File: config.mk
export PLATFORM = sky130hd
export DESIGN_NAME = pulse_stretcher
export DESIGN_NICKNAME = d
export VERILOG_FILES = /design/src/rtl/pulse_stretcher.sv
export SDC_FILE = /design/constraint.sdc
export NUM_CORES = 1
export LEC_CHECK = 0
export BUFFER_PORTS_ARGS = -buffer_cell sky130_fd_sc_hd__buf_2
export CAP_MARGIN = 15
export CELL_PAD_IN_SITES_DETAIL_PLACEMENT = 1
export CELL_PAD_IN_SITES_GLOBAL_PLACEMENT = 1
export CORE_AREA = 4 4 78 66
export CTS_CLUSTER_SIZE = 30
export DETAILED_ROUTE_END_ITERATION = 12
export DIE_AREA = 0 0 82 70
export GPL_TIMING_DRIVEN = 0
export PLACE_DENSITY_LB_ADDON = 0.1
export SLEW_MARGIN = 20
export SYNTH_ARGS = -nofsm -noshare
export SYNTH_HDL_FRONTEND = slang
export SYNTH_SLANG_ARGS = --single-unit
File: constraint.sdc
create_clock -name clk -period 7.2 [get_ports clk]
set_clock_uncertainty 0.1 [all_clocks]
set_input_delay 0.36 -clock clk [delete_from_list [all_inputs] [get_ports clk]]
set_output_delay 0.36 -clock clk [all_outputs]
set_load 0.02 [all_outputs]
File: src/rtl/pulse_stretcher.sv
// -----------------------------------------------------------------------------
// pulse_stretcher
//
// Purpose:
//   Converts single-cycle trigger pulses into clean, fixed-width output levels.
//   Every accepted trigger produces a pulse_out high phase of exactly
//   HOLD_CYCLES clocks, followed by a low phase of at least GAP_CYCLES clocks.
//   Triggers arriving while a pulse or gap is in progress are counted in a
//   saturating pending counter and issued back-to-back as gaps expire.
//
// Ports:
//   clk        in   1   system clock, rising edge
//   reset      in   1   asynchronous active-low reset (0 = reset)
//   trig       in   1   trigger; every cycle it is high counts as one trigger
//   clear_ovf  in   1   synchronous clear of the sticky overflow flag
//   pulse_out  out  1   stretched output level (registered)
//   busy       out  1   high while a pulse or its trailing gap is in progress
//   pending    out  PW  triggers queued but not yet issued (0..MAX_PENDING)
//   overflow   out  1   sticky: a trigger was dropped because the queue was full
//
// Handshake: there is no back-pressure. trig is sampled every rising edge; a
//   sample is either started directly (IDLE), queued (HIGH/GAP, room left) or
//   dropped and recorded in overflow (queue full). The FSM state is kept in the
//   named enum signal 'state' so external checkers can bind to it.
// -----------------------------------------------------------------------------
module pulse_stretcher #(
  parameter int HOLD_CYCLES = 1000000,
  parameter int GAP_CYCLES  = 500000,
  parameter int MAX_PENDING = 7,
  localparam int PW         = $clog2(MAX_PENDING + 1)
) (
  input  logic          clk,
  input  logic          reset,
  input  logic          trig,
  input  logic          clear_ovf,
  output logic          pulse_out,
  output logic          busy,
  output logic [PW-1:0] pending,
  output logic          overflow
);

  // Timer must hold the larger of the two phase lengths.
  localparam int MAX_T = (HOLD_CYCLES > GAP_CYCLES) ? HOLD_CYCLES : GAP_CYCLES;
  localparam int TW    = $clog2(MAX_T + 1);

  localparam logic [TW-1:0] HOLD_T   = TW'(HOLD_CYCLES);
  localparam logic [TW-1:0] GAP_T    = TW'(GAP_CYCLES);
  localparam logic [TW-1:0] TIMER_1  = TW'(1);
  localparam logic [PW-1:0] PEND_MAX = PW'(MAX_PENDING);
  localparam logic [PW-1:0] PEND_1   = PW'(1);

  typedef enum logic [1:0] {
    ST_IDLE = 2'd0,
    ST_HIGH = 2'd1,
    ST_GAP  = 2'd2
  } state_t;

  state_t        state;
  state_t        state_nxt;
  logic [TW-1:0] timer;
  logic [TW-1:0] timer_nxt;
  logic          pulse_nxt;
  logic          busy_nxt;
  logic [PW-1:0] pending_nxt;
  logic          overflow_nxt;

  // Queue bookkeeping terms.
  logic gap_end;      // last cycle of the gap phase
  logic queue_dec;    // gap expires and the next pulse comes from the queue
  logic queue_inc;    // this cycle's trigger must go into the queue
  logic ovf_set;      // this cycle's trigger is dropped

  always_comb begin
    gap_end   = (state == ST_GAP) && (timer == TIMER_1);
    queue_dec = gap_end && (pending != '0);
    // A trigger while busy is queued, except on the final gap cycle with an
    // empty queue: there it starts the next pulse directly.
    queue_inc = trig && ((state == ST_HIGH) || (state == ST_GAP))
                && !(gap_end && (pending == '0));
  end

  // Next-state / next-output logic.
  always_comb begin
    state_nxt = state;
    timer_nxt = timer;
    pulse_nxt = pulse_out;

    unique case (state)
      ST_IDLE: begin
        if (trig) begin
          state_nxt = ST_HIGH;
          timer_nxt = HOLD_T;
          pulse_nxt = 1'b1;
        end
      end

      ST_HIGH: begin
        if (timer == TIMER_1) begin
          state_nxt = ST_GAP;
          timer_nxt = GAP_T;
          pulse_nxt = 1'b0;
        end else if (timer != '0) begin
          timer_nxt = timer - TIMER_1;
        end
      end

      ST_GAP: begin
        if (timer == TIMER_1) begin
          if ((pending != '0) || trig) begin
            state_nxt = ST_HIGH;
            timer_nxt = HOLD_T;
            pulse_nxt = 1'b1;
          end else begin
            state_nxt = ST_IDLE;
            timer_nxt = '0;
            pulse_nxt = 1'b0;
          end
        end else if (timer != '0) begin
          timer_nxt = timer - TIMER_1;
        end
      end

      default: begin
        state_nxt = ST_IDLE;
        timer_nxt = '0;
        pulse_nxt = 1'b0;
      end
    endcase

    busy_nxt = (state_nxt != ST_IDLE);
  end

  // Pending counter and overflow flag.
  always_comb begin
    pending_nxt = pending;
    ovf_set     = 1'b0;

    if (queue_inc && !queue_dec) begin
      if (pending < PEND_MAX) begin
        pending_nxt = pending + PEND_1;
      end else begin
        ovf_set = 1'b1;
      end
    end else if (queue_dec && !queue_inc) begin
      pending_nxt = pending - PEND_1;
    end
    // Both inc and dec: the queued trigger replaces the one being issued,
    // so the count is unchanged even when full and nothing is dropped.

    // A drop in the same cycle as a clear wins, so no drop goes unreported.
    if (ovf_set) begin
      overflow_nxt = 1'b1;
    end else if (clear_ovf) begin
      overflow_nxt = 1'b0;
    end else begin
      overflow_nxt = overflow;
    end
  end

  always_ff @(posedge clk or negedge reset) begin
    if (!reset) begin
      state     <= ST_IDLE;
      timer     <= '0;
      pulse_out <= 1'b0;
      busy      <= 1'b0;
      pending   <= '0;
      overflow  <= 1'b0;
    end else begin
      state     <= state_nxt;
      timer     <= timer_nxt;
      pulse_out <= pulse_nxt;
      busy      <= busy_nxt;
      pending   <= pending_nxt;
      overflow  <= overflow_nxt;
    end
  end

endmodule

**Word level (Yosys, flattened, before mapping)**

Index checks and enable logic that the tools add are counted.
W data, S select, Z words.

- Bits in latches: 0
- Memories kept: 0
- RAM bits: 0
- Register bits: 28
- Output and inout bits: 6
- Logic and storage cells: 61
- ROM bits: 0
- Input bits: 4

- Shift-type cells: 0
- Bitwise gates (word level): 0
- $add $sub $neg: 3
- Equal/unequal tests: 7
- Multipliers: 0
- Reductions and logical operators: 21
- Div/mod/pow operators: 0
- Multiplexer cells: 23
- Order comparisons: 1

Operator list:

| cell | count |
|---|---|
| $mux W20 | 5 |
| $pmux W20 S3 | 1 |
| $eq A20 B1 Y1 const B | 1 |
| $reduce_bool A20 Y1 | 1 |
| $sub A20 B1 Y20 const B | 1 |
| $mux W1 | 9 |
| $mux W3 | 3 |
| $logic_and A1 B1 Y1 | 7 |
| $mux W2 | 3 |
| $ne A2 B1 Y1 const B | 3 |
| $pmux W2 S3 | 1 |
| $reduce_bool A2 Y1 | 3 |
| $add A3 B1 Y3 const B | 1 |
| $logic_not A1 Y1 | 3 |
| $logic_not A3 Y1 | 1 |
| $lt A3 B3 Y1 const B | 1 |
| $pmux W1 S3 | 1 |
| $reduce_and A3 Y1 | 1 |
| $reduce_bool A3 Y1 | 1 |
| $sub A3 B1 Y3 const B | 1 |
| $eq A2 B1 Y1 const B | 1 |
| $eq A2 B2 Y1 const B | 1 |
| $logic_not A2 Y1 | 1 |
| $logic_or A1 B1 Y1 | 2 |
| other kinds (2) | 2 |

**Longest topological paths before layout**

- Word-level depth: 9
- Mapped depth: 11
- Depth with buffers taken out: 10

**Worst setup path after synthesis**

No wires, ideal clock.

- Path kind: register -> register
- Start point: register timer[12]
- End point: register pending[1]
- Period minus slack after synthesis: 2.511 ns
- Slack: 4.689 ns
- Library setup time: 0.127 ns
- Path buffers: 1
- Stages on the path, launching flop included: 9
- Arrival time: 2.284 ns
- Cell sequence: dfrtp_1 -> nor4_1 -> and4_1 -> buf_2 -> a21oi_1 -> inv_1 -> fa_1 -> a31oi_1 -> o22ai_1

- Elaborated cells between the ends (all ways): 14
- Classes of those cells: 2 x eq/ne; 1 x mux; 11 x reduce/logical

RTL lines:

| what | RTL line | text |
|---|---|---|
| from (decl) | 60 | `logic [TW-1:0] timer;` |
| from (signal assigned) | 170 | `timer <= timer_nxt;` |
| $eq A20 B1 Y1 (*) | 74 | `gap_end = (state == ST_GAP) && (timer == TIMER_1);` |
| $logic_and A1 B1 Y1 (*) | 74 |  |
| $logic_and A1 B1 Y1 | 79 | `&& !(gap_end && (pending == '0));` |
| $logic_not A1 Y1 | 79 |  |
| $logic_and A1 B1 Y1 | 79 |  |
| $logic_and A1 B1 Y1 (*) | 138 | `if (queue_inc && !queue_dec) begin` |
| $mux W3 (*) | 138 |  |
| via pending_nxt[1] | 64 | `logic [PW-1:0] pending_nxt;` |
| to (signal assigned) | 173 | `pending <= pending_nxt;` |
| to (decl) | 38 | `output logic [PW-1:0] pending,` |

The timed path passes the listed nets; every way through them passes the cells marked *.
A chain may end at the register's enable or synchronous reset.

**Worst setup path after layout**

- Start point: register timer[12]
- End point: register pending[2]

- Longest elaborated chain between the ends: 9
- Elaborated cells between the ends (all ways): 14
- Classes of those cells: 2 x eq/ne; 1 x mux; 11 x reduce/logical

Ends and longest elaborated chain:

| what | RTL line | text |
|---|---|---|
| $eq A20 B1 Y1 (*) | 74 |  |
| $logic_and A1 B1 Y1 (*) | 74 |  |
| $logic_and A1 B1 Y1 | 79 |  |
| $logic_not A1 Y1 | 79 |  |
| $logic_and A1 B1 Y1 | 79 |  |
| $logic_not A1 Y1 | 144 | `end else if (queue_dec && !queue_inc) begin` |
| $logic_and A1 B1 Y1 | 144 |  |
| $reduce_bool A2 Y1 (no line) | -- |  |
| $reduce_and A2 Y1 (no line) | -- |  |

Every way passes the cells marked *; elsewhere a longest branch is shown, timed or not.

==> flow_summary.ini <==
[outcome]
run_status = finished with violations
violations = hold timing

[worst_setup_path]
worstReg2RegEnd = pending[2]
critPathCaptureType = register
worstSetupPathType = register to register
arrival_ns = 3.02
timing.rr.start = timer[12]
r2r_cells = 10
start_kind = register
crit_fanout = 9
required_ns = 7.27
r2r_setup_slack_ns = 4.25

[detailed_routing]
wl_um = 6160
avgViaCountPerCell = 6.28
vias = 1992
ant_nets = 0
drc = 0
routedWlPerCell_um = 19.4
dr.pass1.iters = 4
drt_iter0_drc = 127

[synth]
synth_flop_cell = dfrtp_1
synth_edf_count = 0
synth-async-reset-ratio = 1.00
synth_nets = 256
synth_area_mm2 = 0.00210
yosysUniqueCellTypes = 53
syn_area_per_cell_um2 = 8.62
syn_inst = 244
ys_seq_area_frac = 0.333
synth_warnings = 0
ys_seq_elements = 28

[timing]
worst_pin_slew_ns = 0.909
setup_viol = 0
fin_ws_ns = 4.25
period_needed_ns = 2.95
rsz0062_at_grt = no
fin_crit_sh = 0.410
timing_hold_violations_final = 8
hold_ws_ns = -0.0110
finalSetupTns_ns = 0
fmax_mhz = 339
drv_slew = 0
worst_slew_margin_rel = 0.386

[power_and_ir_drop]
ir_drop_v = 0.000231
leakagePower_nw = 0.899
powerDensity_mw_per_mm2 = 481

[floorplan]
die_x_um = 82
initial_core_util = 0.478
rows = 22
dieArea_mm2 = 0.00574
coreArea_mm2 = 0.00440
die_y_um = 70
num_io_pins = 10

[placed_design]
dp_hpwl_um = 4510
io_buffers = 9
place_congestion = 0.850
preCtsSetupSlack_ns = 4.26
placed_area_mm2 = 0.00222

[grt]
grtUsageTotal = 0.237
antenna_found_initial = 0
grt_pass1_vias = 2097
grt_start_max_net_pins = 29
grt_first_pass_wirelength_um = 10700
grt_overflow = 0

[layout]
layout.nets = 270
layout-drive-gt1-share = 0.144
fin_area_mm2 = 0.00228
synthToLayoutAreaGrowth_pct = 8.33
antenna_cells = 0
n_fill_cell = 551

[run]
cap_viol_max_count = 0

[clock_network]
tritoncts = yes
clockBufferDepth = 2
ctsHtreeMaxLevel = 1
numClockSinks = 28
clkLatencyLatePin_ns = 0.28
numCtsBuffers = 3
clkTransAtPathRegs_ns = 0.10
cts_resized = 0
cts_root_buf = clkbuf_8
postCtsSetupBuffers = 0
hold_buffers = 0

[hold_path]
hp-class = primary input to async pin
==> critical path, cell delays in order, from the launching register on <==
cell	delay [ns]
dfrtp_1	0.43
nor4_1	0.71
and4_1	0.29
buf_2	0.22
a21oi_1	0.16
inv_1	0.16
fa_1	0.26
inv_1	0.06
a211o_1	0.23
a21oi_1	0.14
a211oi_1	0.06
==> report_power, final <==
group	switching (mW)	leakage (nW)	total [mW]	internal, mW
Sequential	0.0859	0.353	0.314	0.228
Clock	0.0527	0.0288	0.102	0.0492
Combinational	0.429	0.518	0.680	0.251
Total	0.568	0.899	1.10	0.528
==> sequential cells by signal (all words and copies together) (netlist names) <==
name       cells
state          2
pending        3
busy           1
timer         20
overflow       1
pulse_out      1
==> cells in the final DEF (no fill, tap or decap), types with 4 or more instances in the layout <==
cell type / n
dfrtp_1: 28
a21oi_1: 19
nor2_1: 15
nand3_1: 15
buf_2: 13
nand2_1: 12
o21ai_0: 11
inv_1: 10
clkbuf_1: 9
a31oi_1: 8
nor3_1: 7
ha_1: 7
nor4_1: 5
nor2b_1: 5
or2_2: 5
o22ai_1: 5
nand4_1: 5
or3_1: 5
o41ai_1: 5
a211o_1: 4
o31ai_1: 4
clkbuf_8: 4
==> cell families (layout without fill, tap and decap cells) <==
| kind of cell | after synthesis | after routing | share of synthesized area |
|---|---|---|---|
| buf+inv | 25 | 38 | 0.0524 |
| simple gates | 97 | 97 | 0.280 |
| compound gates | 80 | 80 | 0.258 |
| flops | 28 | 28 | 0.333 |
| fa+ha+maj | 8 | 8 | 0.0512 |
| xor+xnor | 6 | 6 | 0.0250 |
==> final cells by class <==
type,instances,area [µm²],area share
multi-input combinational,191,1290,0.567
sequential,28,701,0.308
tap,60,75.1,0.0329
buffer,15,72.6,0.0319
clock buffer,4,55.1,0.0242
timing repair buffer,9,45.0,0.0198
inverter,10,37.5,0.0165
==> layer usage <==
layer	routed length (µm)	track usage	up-vias
met4	12	0.0443	0
met3	154	0.0361	3
met1	3160	0.355	1005
li1	-	-	957
met5	0	0	-
met2	2830	0.359	27
==> cell usage after synthesis (4+ instances only) <==
cell,count,area [µm²]
or2_2,5,31.3
ha_1,7,87.6
dfrtp_1,28,701
nor4_1,5,31.3
clkbuf_1,9,33.8
or3_1,5,31.3
inv_1,10,37.5
buf_2,4,20.0
nand2_1,12,45.0
nor3_1,7,35.0
o21ai_0,11,55.1
a31oi_1,8,50.1
nor2b_1,5,31.3
o22ai_1,5,31.3
nand4_1,5,31.3
a21oi_1,19,95.1
nor2_1,15,56.3
a211o_1,4,35.0
nand3_1,15,75.1
o31ai_1,4,30.0
o41ai_1,5,43.8
==> through the flow <==
step | util | std cells | total power [mW]
floorplan | - | 244 | 0.802
global placement | 0.505 | 313 | 0.965
detailed placement | 0.505 | 313 | 0.985
CTS | 0.517 | 317 | 1.10
global route | 0.517 | 317 | 1.20
finish | 0.517 | 317 | 1.10
==> worst max-delay path by stage <==
stage	startpoint	to	slack, ns	depth (start not counted)
finish	timer[12]	pending[2]	4.25	10
global route	timer[12]	pending[2]	4.05	10
CTS	timer[12]	pending[2]	4.27	10
detailed placement	timer[12]	pending[2]	4.26	10
global placement	timer[12]	pending[2]	4.31	10
floorplan	timer[12]	pending[1]	4.69	8
Power figures use the tool's default switching activity.
